## src/rtl/rng_arbiter.sv

```systemverilog
// Round-robin arbiter handing out random words: each draw stirs an external RNG
// for STIR_CYCLES enables, then delivers the RNG word to the latched winner.
module rng_arbiter #(
  parameter int NUM_REQ     = 4,
  parameter int OUT_WIDTH   = 9,
  parameter int STIR_CYCLES = 4,
  parameter int FREE_RUN    = 1
) (
  input  logic                 clk,
  input  logic                 rst_n,
  input  logic [NUM_REQ-1:0]   req,
  input  logic                 reseed,
  input  logic [OUT_WIDTH-1:0] rng_out,
  output logic                 rng_ce,
  output logic                 rng_rst,
  output logic [NUM_REQ-1:0]   gnt,
  output logic [OUT_WIDTH-1:0] data,
  output logic                 valid
);

  localparam int               IDX_W     = $clog2(NUM_REQ);
  localparam logic [3:0]       CNT_LAST  = 4'(STIR_CYCLES - 1);
  localparam logic [IDX_W-1:0] LAST_INIT = IDX_W'(NUM_REQ - 1);

  typedef enum logic [1:0] {IDLE, STIR, GRANT} state_t;

  state_t                 state_q, state_d;
  logic [3:0]             cnt_q, cnt_d;
  logic [IDX_W-1:0]       win_q, win_d;
  logic [IDX_W-1:0]       last_q, last_d;
  logic [NUM_REQ-1:0]     gnt_q, gnt_d;
  logic                   valid_q, valid_d;
  logic [OUT_WIDTH-1:0]   data_q, data_d;

  // First set request strictly after 'last', scanning upward with wrap-around.
  function automatic logic [IDX_W-1:0] pick_next(input logic [NUM_REQ-1:0] r,
                                                 input logic [IDX_W-1:0]   last);
    logic [IDX_W-1:0] w;
    logic [IDX_W-1:0] idx;
    logic             found;
    w     = last;
    found = 1'b0;
    for (int k = 1; k <= NUM_REQ; k++) begin
      idx = IDX_W'((int'(last) + k) % NUM_REQ);
      if (!found && r[idx]) begin
        w     = idx;
        found = 1'b1;
      end
    end
    return w;
  endfunction

  always_ff @(posedge clk or negedge rst_n) begin
    if (!rst_n) begin
      state_q <= IDLE;
      cnt_q   <= '0;
      win_q   <= '0;
      last_q  <= LAST_INIT;
      gnt_q   <= '0;
      valid_q <= 1'b0;
      data_q  <= '0;
    end else begin
      state_q <= state_d;
      cnt_q   <= cnt_d;
      win_q   <= win_d;
      last_q  <= last_d;
      gnt_q   <= gnt_d;
      valid_q <= valid_d;
      data_q  <= data_d;
    end
  end

  always_comb begin
    state_d = state_q;
    cnt_d   = cnt_q;
    win_d   = win_q;
    last_d  = last_q;
    gnt_d   = '0;
    valid_d = 1'b0;
    data_d  = data_q;
    if (reseed) begin
      // A reseed kills any draw in flight; fairness history is kept.
      state_d = IDLE;
      cnt_d   = '0;
    end else begin
      case (state_q)
        IDLE: begin
          if (|req) begin
            win_d   = pick_next(req, last_q);
            cnt_d   = '0;
            state_d = STIR;
          end
        end
        STIR: begin
          if (cnt_q == CNT_LAST) begin
            cnt_d   = '0;
            state_d = GRANT;
          end else begin
            cnt_d = cnt_q + 4'd1;
          end
        end
        GRANT: begin
          data_d  = rng_out;
          state_d = IDLE;
          if (req[win_q]) begin
            gnt_d[win_q] = 1'b1;
            valid_d      = 1'b1;
            last_d       = win_q;
          end
        end
        default: begin
          state_d = IDLE;
          cnt_d   = '0;
        end
      endcase
    end
  end

  // RNG controls are decoded from state so a reseed or reset acts in the same cycle.
  always_comb begin
    rng_rst = !rst_n || reseed;
    rng_ce  = 1'b0;
    if (rst_n && !reseed) begin
      case (state_q)
        IDLE:    rng_ce = (FREE_RUN != 0);
        STIR:    rng_ce = 1'b1;
        default: rng_ce = 1'b0;
      endcase
    end
  end

  assign gnt   = gnt_q;
  assign valid = valid_q;
  assign data  = data_q;

  always @(posedge clk) begin
    if (rst_n) begin
      assert (STIR_CYCLES >= 1 && STIR_CYCLES <= 15);
      assert ($onehot0(gnt_q));
      assert (valid_q == (|gnt_q));
    end
  end

endmodule

```

## config.mk

```make
export PLATFORM = sky130hd
export DESIGN_NAME = rng_arbiter
export DESIGN_NICKNAME = d
export VERILOG_FILES = /design/src/rtl/rng_arbiter.sv
export SDC_FILE = /design/constraint.sdc
export NUM_CORES = 1
export LEC_CHECK = 0
export ABC_AREA = 1
export BUFFER_PORTS_ARGS = -buffer_cell sky130_fd_sc_hd__buf_2
export CAP_MARGIN = 20
export CORE_ASPECT_RATIO = 1.4
export CORE_MARGIN = 2
export CORE_UTILIZATION = 40
export DETAILED_ROUTE_END_ITERATION = 16
export HOLD_SLACK_MARGIN = 0.12
export PLACE_DENSITY_LB_ADDON = 0.3
export SLEW_MARGIN = 25
export SYNTH_ARGS = -nofsm -noshare
export SYNTH_HDL_FRONTEND = slang
export SYNTH_SLANG_ARGS = --single-unit
```

## constraint.sdc

```tcl
create_clock -name clk -period 2.4 [get_ports clk]
set_clock_uncertainty 0.15 [all_clocks]
set_input_delay 0.48 -clock clk [delete_from_list [all_inputs] [get_ports clk]]
set_output_delay 0.48 -clock clk [all_outputs]
set_load 0.02 [all_outputs]
```

==> results of run 1 <==
## final cells by class
class                      count  area, sq um
clock buffer                   4         55.1
fill                         290         1430
sequential                    24          603
inverter                      15         62.6
timing repair buffer          33          173
multi-input combinational    115          536
tap                           37         46.3
## worst max-delay path, stage by stage
cell	delay, ns
dlygate4sd3_1	0.52
buf_2	0.13
nand2_1	0.07
nor2_1	0.08
buf_2	0.16
## state kept, by name (all words and copies together), names as in the netlist
signal,count
data,9
gnt,4
state_q,2
last_q,2
valid,1
win_q,2
cnt_q,4
## logic make-up (layout without fill, tap and decap cells)
| kind of cell | after synthesis | in the layout | synth area share, % |
|---|---|---|---|
| AOI/OAI and AO/OA | 15 | 15 | 6.20 |
| and+or+nand+nor | 99 | 99 | 36.3 |
| buffers and inverters | 18 | 52 | 7.52 |
| DFF | 24 | 24 | 49.0 |
| adders and majority gates | 1 | 1 | 1.02 |
## per-stage QoR
stage,std cells,cell area (sq um),hold slack [ns]
CTS,228,1480,0.266
global placement,223,1410,0.308
detailed placement,223,1410,0.313
finish,228,1480,0.270
global route,228,1480,0.275
floorplan,157,1230,0.0344
## placed cells by master (no fill, tap or decap), types with 2 or more instances in the layout
cell type  count
o21ai_1        5
inv_1          9
dfrtp_1       22
nand2_2       10
a21oi_1        4
nand3_1        9
nand4_1        2
nor2_1         9
inv_2          4
o21ai_0        5
nand2_1       60
nor3_1         4
nor3b_2        2
clkbuf_8       4
nor2_2         2
buf_2         31
dfstp_2        2
## routing by layer
| metal | vias to the layer above | track usage [%] | routed length (microns) |
|---|---|---|---|
| li1 | 564 | - | - |
| met1 | 506 | 19.4 | 1080 |
| met2 | 35 | 28.2 | 1320 |
| met3 | 2 | 2.59 | 137 |
| met4 | 0 | 5.41 | 21 |
| met5 | - | 0 | 0 |
## repair_timing
item,in CTS,in global routing
hold buffers,1,0
resized for setup,0,0
endpoints found under the hold margin,22,0
## report_power, final
part	total, mW	switching (mW)	leakage [nW]	internal (mW)
Clock	0.265	0.119	0.0288	0.146
Combinational	0.120	0.0749	0.475	0.0448
Sequential	0.452	0.0275	0.321	0.425
## final timing paths
check / start / endpoint / cells after the start
hold reg to reg: data[3]$_DFFE_PN0P_ / data[3]$_DFFE_PN0P_ / 2
min in group asynchronous: rst_n / data[5]$_DFFE_PN0P_ / 3
hold / removal: rng_out[6] / data[6]$_DFFE_PN0P_ / 3
setup / recovery: rst_n / rng_ce / 5
setup reg to reg: state_q[1]$_DFFE_PN0P_ / gnt[2]$_DFF_PN0_ / 8
max in group asynchronous: rst_n / last_q[1]$_DFFE_PN1P_ / 3
==> key figures, run 1 <==
Setup path
  – Worst setup EP type: primary output
  – Arrival @ worst endpoint: between 1 and 1.5 ns
  – Crit path kind: in -> out
  – Worst setup SP type: input pin
  – Flop2flop setup slack: 0.71 ns
  – CP max FO: 2
  – Worst Path Required: 1.77 ns

Timing
  – Setup ws final: 0.319 ns
  – Final setup violation count: 0
  – Slew HR: 74.5%
  – Fin. max-slew vios: 0
  – Final period util: 86.7%
  – RSZ-0062 raised after global routing: no
  – Fmax: between 0.4 and 0.5 GHz
  – Slew @ Worst Pin: 0.381 ns
  – Minimum clock period: between 2 and 2.5 ns
  – Setup tns final: 0 ns
  – Fin. Hold Viols: 0

Clocking
  – Setup bufs post-CTS: 0
  – Insertion delay to the later sink of the worst-skew pair: 0.26 ns
  – Clock sink count: 24
  – CTS max path bufs: 2
  – Clock root buffer: clkbuf_8
  – Reg clk slew, reported paths: 0.08 ns
  – CTS tree: built
  – Num CTS Buffers: 3
  – Htree depth: 1

Placement
  – IO Port Bufs: 31
  – Post-placement worst setup slack: 0.592 ns
  – Hpwl dp: between 2000 and 2500 microns
  – Routability Congestion: 0.817

Yosys
  – Ys async rst share: 100%
  – Top post-synthesis cells by area: dfrtp_1 (45%), nand2_1 (18%), nand2_2 (5.1%), dfstp_2 (4.3%), nand3_1 (3.7%)
  – Syn Area/Cell: just under 8 sq um
  – Yosys cell types: 22
  – Post-synth top flop: dfrtp_1
  – Synthesized cell area: 1230 sq um
  – Warnings, synthesis: 0
  – Top cell type's share of synthesized area: 44.7%
  – Synth area leader: dfrtp_1
  – Count leader, synth: nand2_1
  – Post-Syn Instances: 157
  – Seq cells post-synth: 24
  – Register area share after synthesis: between 40% and 50%
  – Post-synth EDFFs: 0
  – Syn Nets: roughly 170
  – Commonest cells post-synth: nand2_1 (60), dfrtp_1 (22), nand2_2 (10)

Final layout
  – Nets: 209
  – N_diodes: 0
  – Final core utilization: 50.8%
  – Fraction of layout cells with a size suffix above 1: 30.9%
  – Synthesis-to-finish area growth: 19.8%

Floorplan
  – Cell row count: 23
  – Io pins: 32
  – Starting Density: 42.4%
  – Die Area: 3540 sq um
  – Chip Height: 69.6 microns
  – Die X: 50.9 microns
  – CORE AREA: 2910 sq um

GRT
  – GR Overflow Total: 0
  – First-pass GRT wire length: 4440 microns
  – Vias in the first global route: 1004
  – Initial antenna violation count: 0
  – Largest net degree at the start of global routing: 25
  – GRT Overall Usage: 16.0%

Drt
  – Via density: 4.86
  – DRC viols: 0
  – Routed wire length: 2560 microns
  – Remaining antenna violation count after routing: 0
  – Vias after detailed routing: 1107
  – TritonRoute pass-1 iters: 4
  – Routed wire per std cell: 11.2 microns
  – 1st-iter DRT viols: 24

Power and ir drop
  – Peak supply drop: 0.000271 V
  – Total power draw: approximately 840 uW
  – PwrDens: 567 nW/um^2
  – Pleak: 0.825 nW

Job
  – Maxcap violations: 0

Worst hold path
  – Hold WC Path Type: in -> reg

Status
  – Status: finished, final reports clean
(Power assumes the default switching activity.)
==> run 2: changes to the inputs <==
ABC_AREA = 0   (was 1)
==> run 2 against run 1 <==
  * Synthesized cell count is 43% lower
  * Highest routed layer unchanged
  * Largest cell class unchanged
  * Global-route usage fell by 1.7 points
  * Total power shrank 5.9%
==> key figures, run 2 <==
Timing
  – Setup tns final: 0 ns (unchanged)
  – Slew HR: 80.4% (+5.9 points)
  – Fin. max-slew vios: 0 (unchanged)
  – RSZ-0062 raised after global routing: no
  – Fmax: 0.484 GHz (+0.73%)
  – Final period util: 86.1% (-0.63 points)
  – Slew @ Worst Pin: 0.294 ns (-0.0870 ns)
  – Final setup violation count: 0 (unchanged)
  – Minimum clock period: 2.07 ns (-0.0152 ns)
  – Fin. Hold Viols: 0 (unchanged)

Setup path
  – CP Cell Sequence: dlygate4sd3_1 > buf_2 > nand2b_1 > nor2_1 > buf_2
  – CP delay by family, top: buffers and inverters
  – Cell repeated most along the worst path: buf_2
  – Worst Path Required: 1.77 ns (about the same)
  – Arrival @ worst endpoint: 1.44 ns (about the same)
  – Crit path kind: in -> out
  – Number of buffers and inverters on the critical path: 3 (unchanged)
  – CP max stage delay: 0.52 ns (about the same)
  – CP max FO: 2 (unchanged)
  – Worst setup EP type: primary output
  – CP max-delay cell: dlygate4sd3_1
  – Worst setup SP type: input pin

Floorplan
  – Die X: 48.8 microns (-4.1%)
  – Chip Height: 66.7 microns (-4.2%)
  – Die Area: 3250 sq um (-8.2%)
  – Starting Density: 42.5% (+0.16 points)
  – Cell row count: 22 (-4.3%)
  – Io pins: 32 (unchanged)
  – CORE AREA: 2640 sq um (-9.1%)

Yosys
  – Yosys cell types: 33 (+50%)
  – Warnings, synthesis: 0 (unchanged)
  – Synth area leader: dfrtp_1
  – Top cell type's share of synthesized area: 49.0% (+4.3 points)
  – Syn Nets: 107 (-39%)
  – Commonest cells post-synth: dfrtp_1 (22), mux2_1 (7), nor2_1 (5)
  – Ys async rst share: 100% (unchanged)
  – Register area share after synthesis: 53.7% (+4.7 points)
  – Post-synth top flop: dfrtp_1
  – Seq cells post-synth: 24 (unchanged)
  – Post-synth EDFFs: 0 (unchanged)
  – Syn Area/Cell: 12.5 sq um (+59%)
  – Count leader, synth: dfrtp_1
  – Post-Syn Instances: 90 (-43%)
  – Synthesized cell area: 1120 sq um (-8.7%)
  – Top post-synthesis cells by area: dfrtp_1 (49%), mux2_1 (7.0%), dfstp_2 (4.7%), mux2_2 (4.0%), nor2b_1 (2.2%)

Job
  – Maxcap violations: 0 (unchanged)

Clocking
  – Htree depth: 1 (unchanged)
  – CTS max path bufs: 2 (unchanged)
  – Insertion delay to the later sink of the worst-skew pair: 0.31 ns (+0.05 ns)
  – Clock sink count: 24 (unchanged)
  – Hold buffer count at CTS: 1 (unchanged)
  – CTS tree: built
  – Clock root buffer: clkbuf_4
  – Cts repair resizes: 0 (unchanged)
  – Setup bufs post-CTS: 0 (unchanged)
  – Num CTS Buffers: 3 (unchanged)
  – Reg clk slew, reported paths: 0.12 ns (+0.04 ns)

Drt
  – Via density: 5.25 (+8.2%)
  – DRC viols: 0 (unchanged)
  – Vias after detailed routing: 856 (-23%)
  – TritonRoute pass-1 iters: 4 (unchanged)
  – Routed wire per std cell: 12.8 microns (+14%)
  – Remaining antenna violation count after routing: 0 (unchanged)
  – 1st-iter DRT viols: 21 (-13%)
  – Routed wire length: 2080 microns (-19%)

Final layout
  – Largest register FFs: 9 (unchanged)
  – N_diodes: 0 (unchanged)
  – Most frequent cells in the layout: buf_2 (31), dfrtp_1 (22), mux2_1 (7)
  – Fraction of layout cells with a size suffix above 1: 37.8% (+6.9 points)
  – Nets: 145 (-31%)
  – Synthesis-to-finish area growth: 22.6%
  – Final cell count without fillers: 163 (-29%)
  – Commonest non-fill, non-tap cell in the layout: buf_2
  – Final core utilization: 52.1% (+1.4 points)

Placement
  – IO Port Bufs: 31 (unchanged)
  – Hpwl dp: 1630 microns (-20%)
  – Cells after DPL: 158 (-29%)
  – Routability Congestion: 0.776 (-5.0%)

Status
  – Status: finished, final reports clean

GRT
  – First-pass GRT wire length: 3620 microns (-18%)
  – Initial antenna violation count: 0 (unchanged)
  – GRT Overall Usage: 14.3% (-1.7 points)
  – GR Overflow Total: 0 (unchanged)
  – Largest net degree at the start of global routing: 25 (unchanged)
  – Vias in the first global route: 850 (-15%)

Power and ir drop
  – PwrDens: 571 nW/um^2 (+0.72%)
  – Pleak: 0.716 nW (-13%)
  – Peak supply drop: 0.000257 V (-5.3%)

Worst hold path
  – Hold WC Path Type: in -> reg
[run 2: changes by cell type after synthesis, moves of 5 or more]
cell     delta
inv_1       -5
mux2_1      +7
nand2_1    -56
nand2_2    -10
nand3_1     -7
o21ai_0     -5
o21ai_1     -5
[run 2: cells by family after synthesis]
kind of cell	share of synthesized area (%)
buffers and inverters	2.00
AND/OR/NAND/NOR	17.3
flip-flops	53.7
multiplexers	14.4
adder cells (fa/ha/maj)	1.11
AO/OA/AOI/OAI	11.6
[run 2: worst reg2reg max path, stage by stage (launching register included)]
cell     delay (ns)
dfrtp_1        0.47
mux4_2         0.53
nand2_1        0.13
mux2_1         0.33
[run 2: final timing paths]
path,startpoint,end,slack (ns),cells past startpoint
max,rst_n,rng_ce,0.33,5
min,rng_out[4],data[4]$_DFFE_PN0P_,0.22,2
max reg2reg,win_q[0]$_DFFE_PN0P_,last_q[1]$_DFFE_PN1P_,0.72,3
min reg2reg,data[4]$_DFFE_PN0P_,data[4]$_DFFE_PN0P_,0.35,1
max in group asynchronous,rst_n,last_q[0]$_DFFE_PN1P_,1.27,3
min in group asynchronous,rst_n,gnt[0]$_DFF_PN0_,0.55,3
[run 2: per-stage QoR]
| step | power (mW) | cell area (sq um) | setup WS (ns) | hold slack, ns |
|---|---|---|---|---|
| detailed placement | 0.587 | 1330 | 0.602 | 0.320 |
| global route | 0.827 | 1380 | 0.298 | 0.218 |
| global placement | 0.581 | 1330 | 0.632 | 0.312 |
| finish | 0.787 | 1380 | 0.334 | 0.223 |
| CTS | 0.798 | 1380 | 0.334 | 0.212 |
| floorplan | 0.533 | 1120 | 0.725 | 0.0344 |
[run 2: per-layer routing]
metal | GRT usage, % | vias to the layer above | wire length (microns)
li1 | - | 408 | -
met1 | 14.3 | 414 | 826
met2 | 28.6 | 29 | 1120
met3 | 2.24 | 5 | 94
met4 | 6.43 | 0 | 34
met5 | 0 | - | 0
[run 2: layout make-up]
class	instances	area, sq um
fillers	255	1260
repair buffers	34	180
inverters	4	15.0
clock buffers	4	36.3
flip-flops and latches	24	603
multi-input cells	61	498
well taps	36	45.0
[run 2: power breakdown]
part,switching [mW],total [mW],internal (mW)
logic,0.0601,0.122,0.0616
clock network,0.115,0.208,0.0927
registers,0.0293,0.457,0.428
total,0.205,0.787,0.582
==> run 3: changes to the inputs <==
CORE_MARGIN = 1.5   (was 2)
SETUP_SLACK_MARGIN = 0.5   (was unset)
clock period = 2.1 ns   (was 2.4 ns; I/O delays follow)
==> run 3 against run 2 <==
  * Via count grew 5.6%
  * Setup slack better by 0.16 ns
  * Sequential share of layout area down 3.3 points
  * First-iteration DRC count is 24% lower
  * Hold slack got worse by 0.065 ns
  * Die area decreased by 3.5%
  * Largest power group unchanged
  * Routed wire length up 9.6%
  * Non-clock buffer count rose by 7
  * Clock power is 61% higher
  * Cell count is 4.3% higher
==> key figures, run 3 (synthesis gave the netlist of run 2 again) <==
Setup path
  – Worst setup EP type: register
  – CP Cell Sequence: ha_2 > or3b_4 > nand2_4 > o2bb2ai_1 > a21o_1
  – Crit path kind: reg -> reg
  – CP max-delay cell: dfrtp_1
  – Reg2reg path depth: 5 (+2)
  – Arrival @ worst endpoint: 1.68 ns (+0.24 ns)
  – RR Startpoint: cnt_q[0]$_DFFE_PN0P_
  – Flop2flop setup slack: 0.50 ns (-0.22 ns)
  – Worst setup SP type: register
  – CP max FO: 6 (+4)
  – CP max stage delay: 0.41 ns (-0.11 ns)
  – Crit Reg-Reg Endpoint: cnt_q[2]$_DFFE_PN0P_
  – Worst Path Required: 2.18 ns (+0.41 ns)

Floorplan
  – Die X: 47.8 microns (-2.0%)
  – Starting Density: 42.5% (unchanged)
  – Io pins: 32 (unchanged)
  – Cell row count: 22 (unchanged)
  – Die Area: 3140 sq um (-3.5%)
  – Chip Height: 65.7 microns (-1.5%)
  – CORE AREA: 2640 sq um (unchanged)

Timing
  – Final period util: 76.3%
  – Setup tns final: 0 ns (unchanged)
  – Slew @ Worst Pin: 0.296 ns (+0.00154 ns)
  – Fin. max-slew vios: 0 (unchanged)
  – Final setup violation count: 0 (unchanged)
  – Slew HR: 80.3% (-0.10 points)
  – Fmax: a little over 0.6 GHz
  – RSZ-0062 raised after global routing: yes
  – Fin. Hold Viols: 0 (unchanged)
  – Minimum clock period: 1.60 ns

Final layout
  – Final core utilization: 56.5% (+4.4 points)
  – N_diodes: 0 (unchanged)
  – Largest register FFs: 9 (unchanged)
  – Fraction of layout cells with a size suffix above 1: 48.5% (+11 points)
  – Most frequent cells in the layout: buf_2 (30), dfrtp_1 (21), buf_4 (9)
  – Synthesis-to-finish area growth: 32.9%
  – Commonest non-fill, non-tap cell in the layout: buf_2
  – Nets: 152 (+4.8%)

Status
  – Status: finished, final reports clean

Clocking
  – Htree depth: 1 (unchanged)
  – CTS max path bufs: 2 (unchanged)
  – CTS tree: built
  – Clock sink count: 24 (unchanged)
  – Reg clk slew, reported paths: 0.13 ns (about the same)
  – Clock root buffer: clkbuf_4
  – Num CTS Buffers: 3 (unchanged)
  – Insertion delay to the later sink of the worst-skew pair: 0.32 ns (about the same)

Drt
  – TritonRoute pass-1 iters: 4 (unchanged)
  – Vias after detailed routing: 904 (+5.6%)
  – Remaining antenna violation count after routing: 0 (unchanged)
  – Routed wire per std cell: 13.4 microns (+5.1%)
  – 1st-iter DRT viols: 16 (-24%)
  – DRC viols: 0 (unchanged)
  – Via density: 5.32 (+1.3%)
  – Routed wire length: 2280 microns (+9.6%)

Worst hold path
  – Hold path depth: 2 (unchanged)
  – Hold WC Path Type: in -> reg
  – Hold path endpoint: data[6]$_DFFE_PN0P_
  – Hold path start: rng_out[6]

GRT
  – Vias in the first global route: 798 (-6.1%)
  – First-pass GRT wire length: 3420 microns (-5.5%)
  – GR Overflow Total: 0 (unchanged)
  – Largest net degree at the start of global routing: 25 (unchanged)
  – GRT Overall Usage: 15.4% (+1.1 points)
  – Initial antenna violation count: 0 (unchanged)

Power and ir drop
  – PwrDens: 687 nW/um^2 (+20%)
  – Pleak: 0.766 nW (+7.0%)
  – Peak supply drop: 0.000477 V (+86%)

Placement
  – Hpwl dp: 1620 microns (-0.91%)
  – Routability Congestion: 0.826 (+6.5%)
  – IO Port Bufs: 31 (unchanged)

Job
  – Maxcap violations: 0 (unchanged)
[run 3: timing repair]
item,in CTS,in global routing
hold endpoints to repair,22,0
setup buffers,4,3
hold buffers,1,0
pin swaps,2,5
setup endpoints to repair,16,17
gates resized for setup,8,6
[run 3: how the worst max path moves through the flow]
stage | startpoint | to | slack (ns) | cells past startpoint
after floorplan | win_q[0]$_DFFE_PN0P_ | last_q[0]$_DFFE_PN1P_ | 0.53 | 3
after detailed placement | req[3] | last_q[0]$_DFFE_PN1P_ | 0.35 | 4
final | cnt_q[0]$_DFFE_PN0P_ | cnt_q[2]$_DFFE_PN0P_ | 0.50 | 5
after global placement | req[3] | last_q[1]$_DFFE_PN1P_ | 0.41 | 4
after CTS | state_q[1]$_DFFE_PN0P_ | rng_ce | 0.50 | 2
after global routing | cnt_q[0]$_DFFE_PN0P_ | cnt_q[2]$_DFFE_PN0P_ | 0.43 | 5
[run 3: area by class of cell]
cell class,count,area (sq um)
fillers,241,1150
well taps,36,45.0
flip-flops and latches,24,604
clock buffers,3,22.5
inverters,4,15.0
multi-input cells,61,537
clock inverters,1,30.0
repair buffers,41,239
[run 3: metal layers]
layer / up-vias / routed length [microns] / GRT usage, %
met2: 27 / 1270 / 26.7
met1: 450 / 885 / 17.4
met4: 0 / 42 / 7.09
met5: - / 0 / 0
met3: 5 / 83 / 2.47
li1: 422 / - / -
[run 3: power by group]
group          internal [mW]  switching, mW
sequential             0.490         0.0290
clock                  0.193          0.141
combinational         0.0875         0.0839
total                  0.771          0.254
[run 3: through the flow]
step	instance area [sq um]	total power, mW	hold slack (ns)	worst slack [ns]	instances
after detailed placement	1330	0.671	0.302	0.354	158
after CTS	1440	1.02	0.156	0.502	167
after floorplan	1120	0.609	-0.0256	0.534	90
after global placement	1330	0.667	0.301	0.407	158
after global routing	1490	1.07	0.151	0.433	170
final	1490	1.02	0.158	0.497	170
[run 3: critical path, delay by kind of cell, from the launching register on]
family / cells / cell delay [ns]
adders and majority gates: 1 / 0.20
and+or+nand+nor: 2 / 0.50
AOI/OAI and AO/OA: 2 / 0.25
DFF: 1 / 0.41
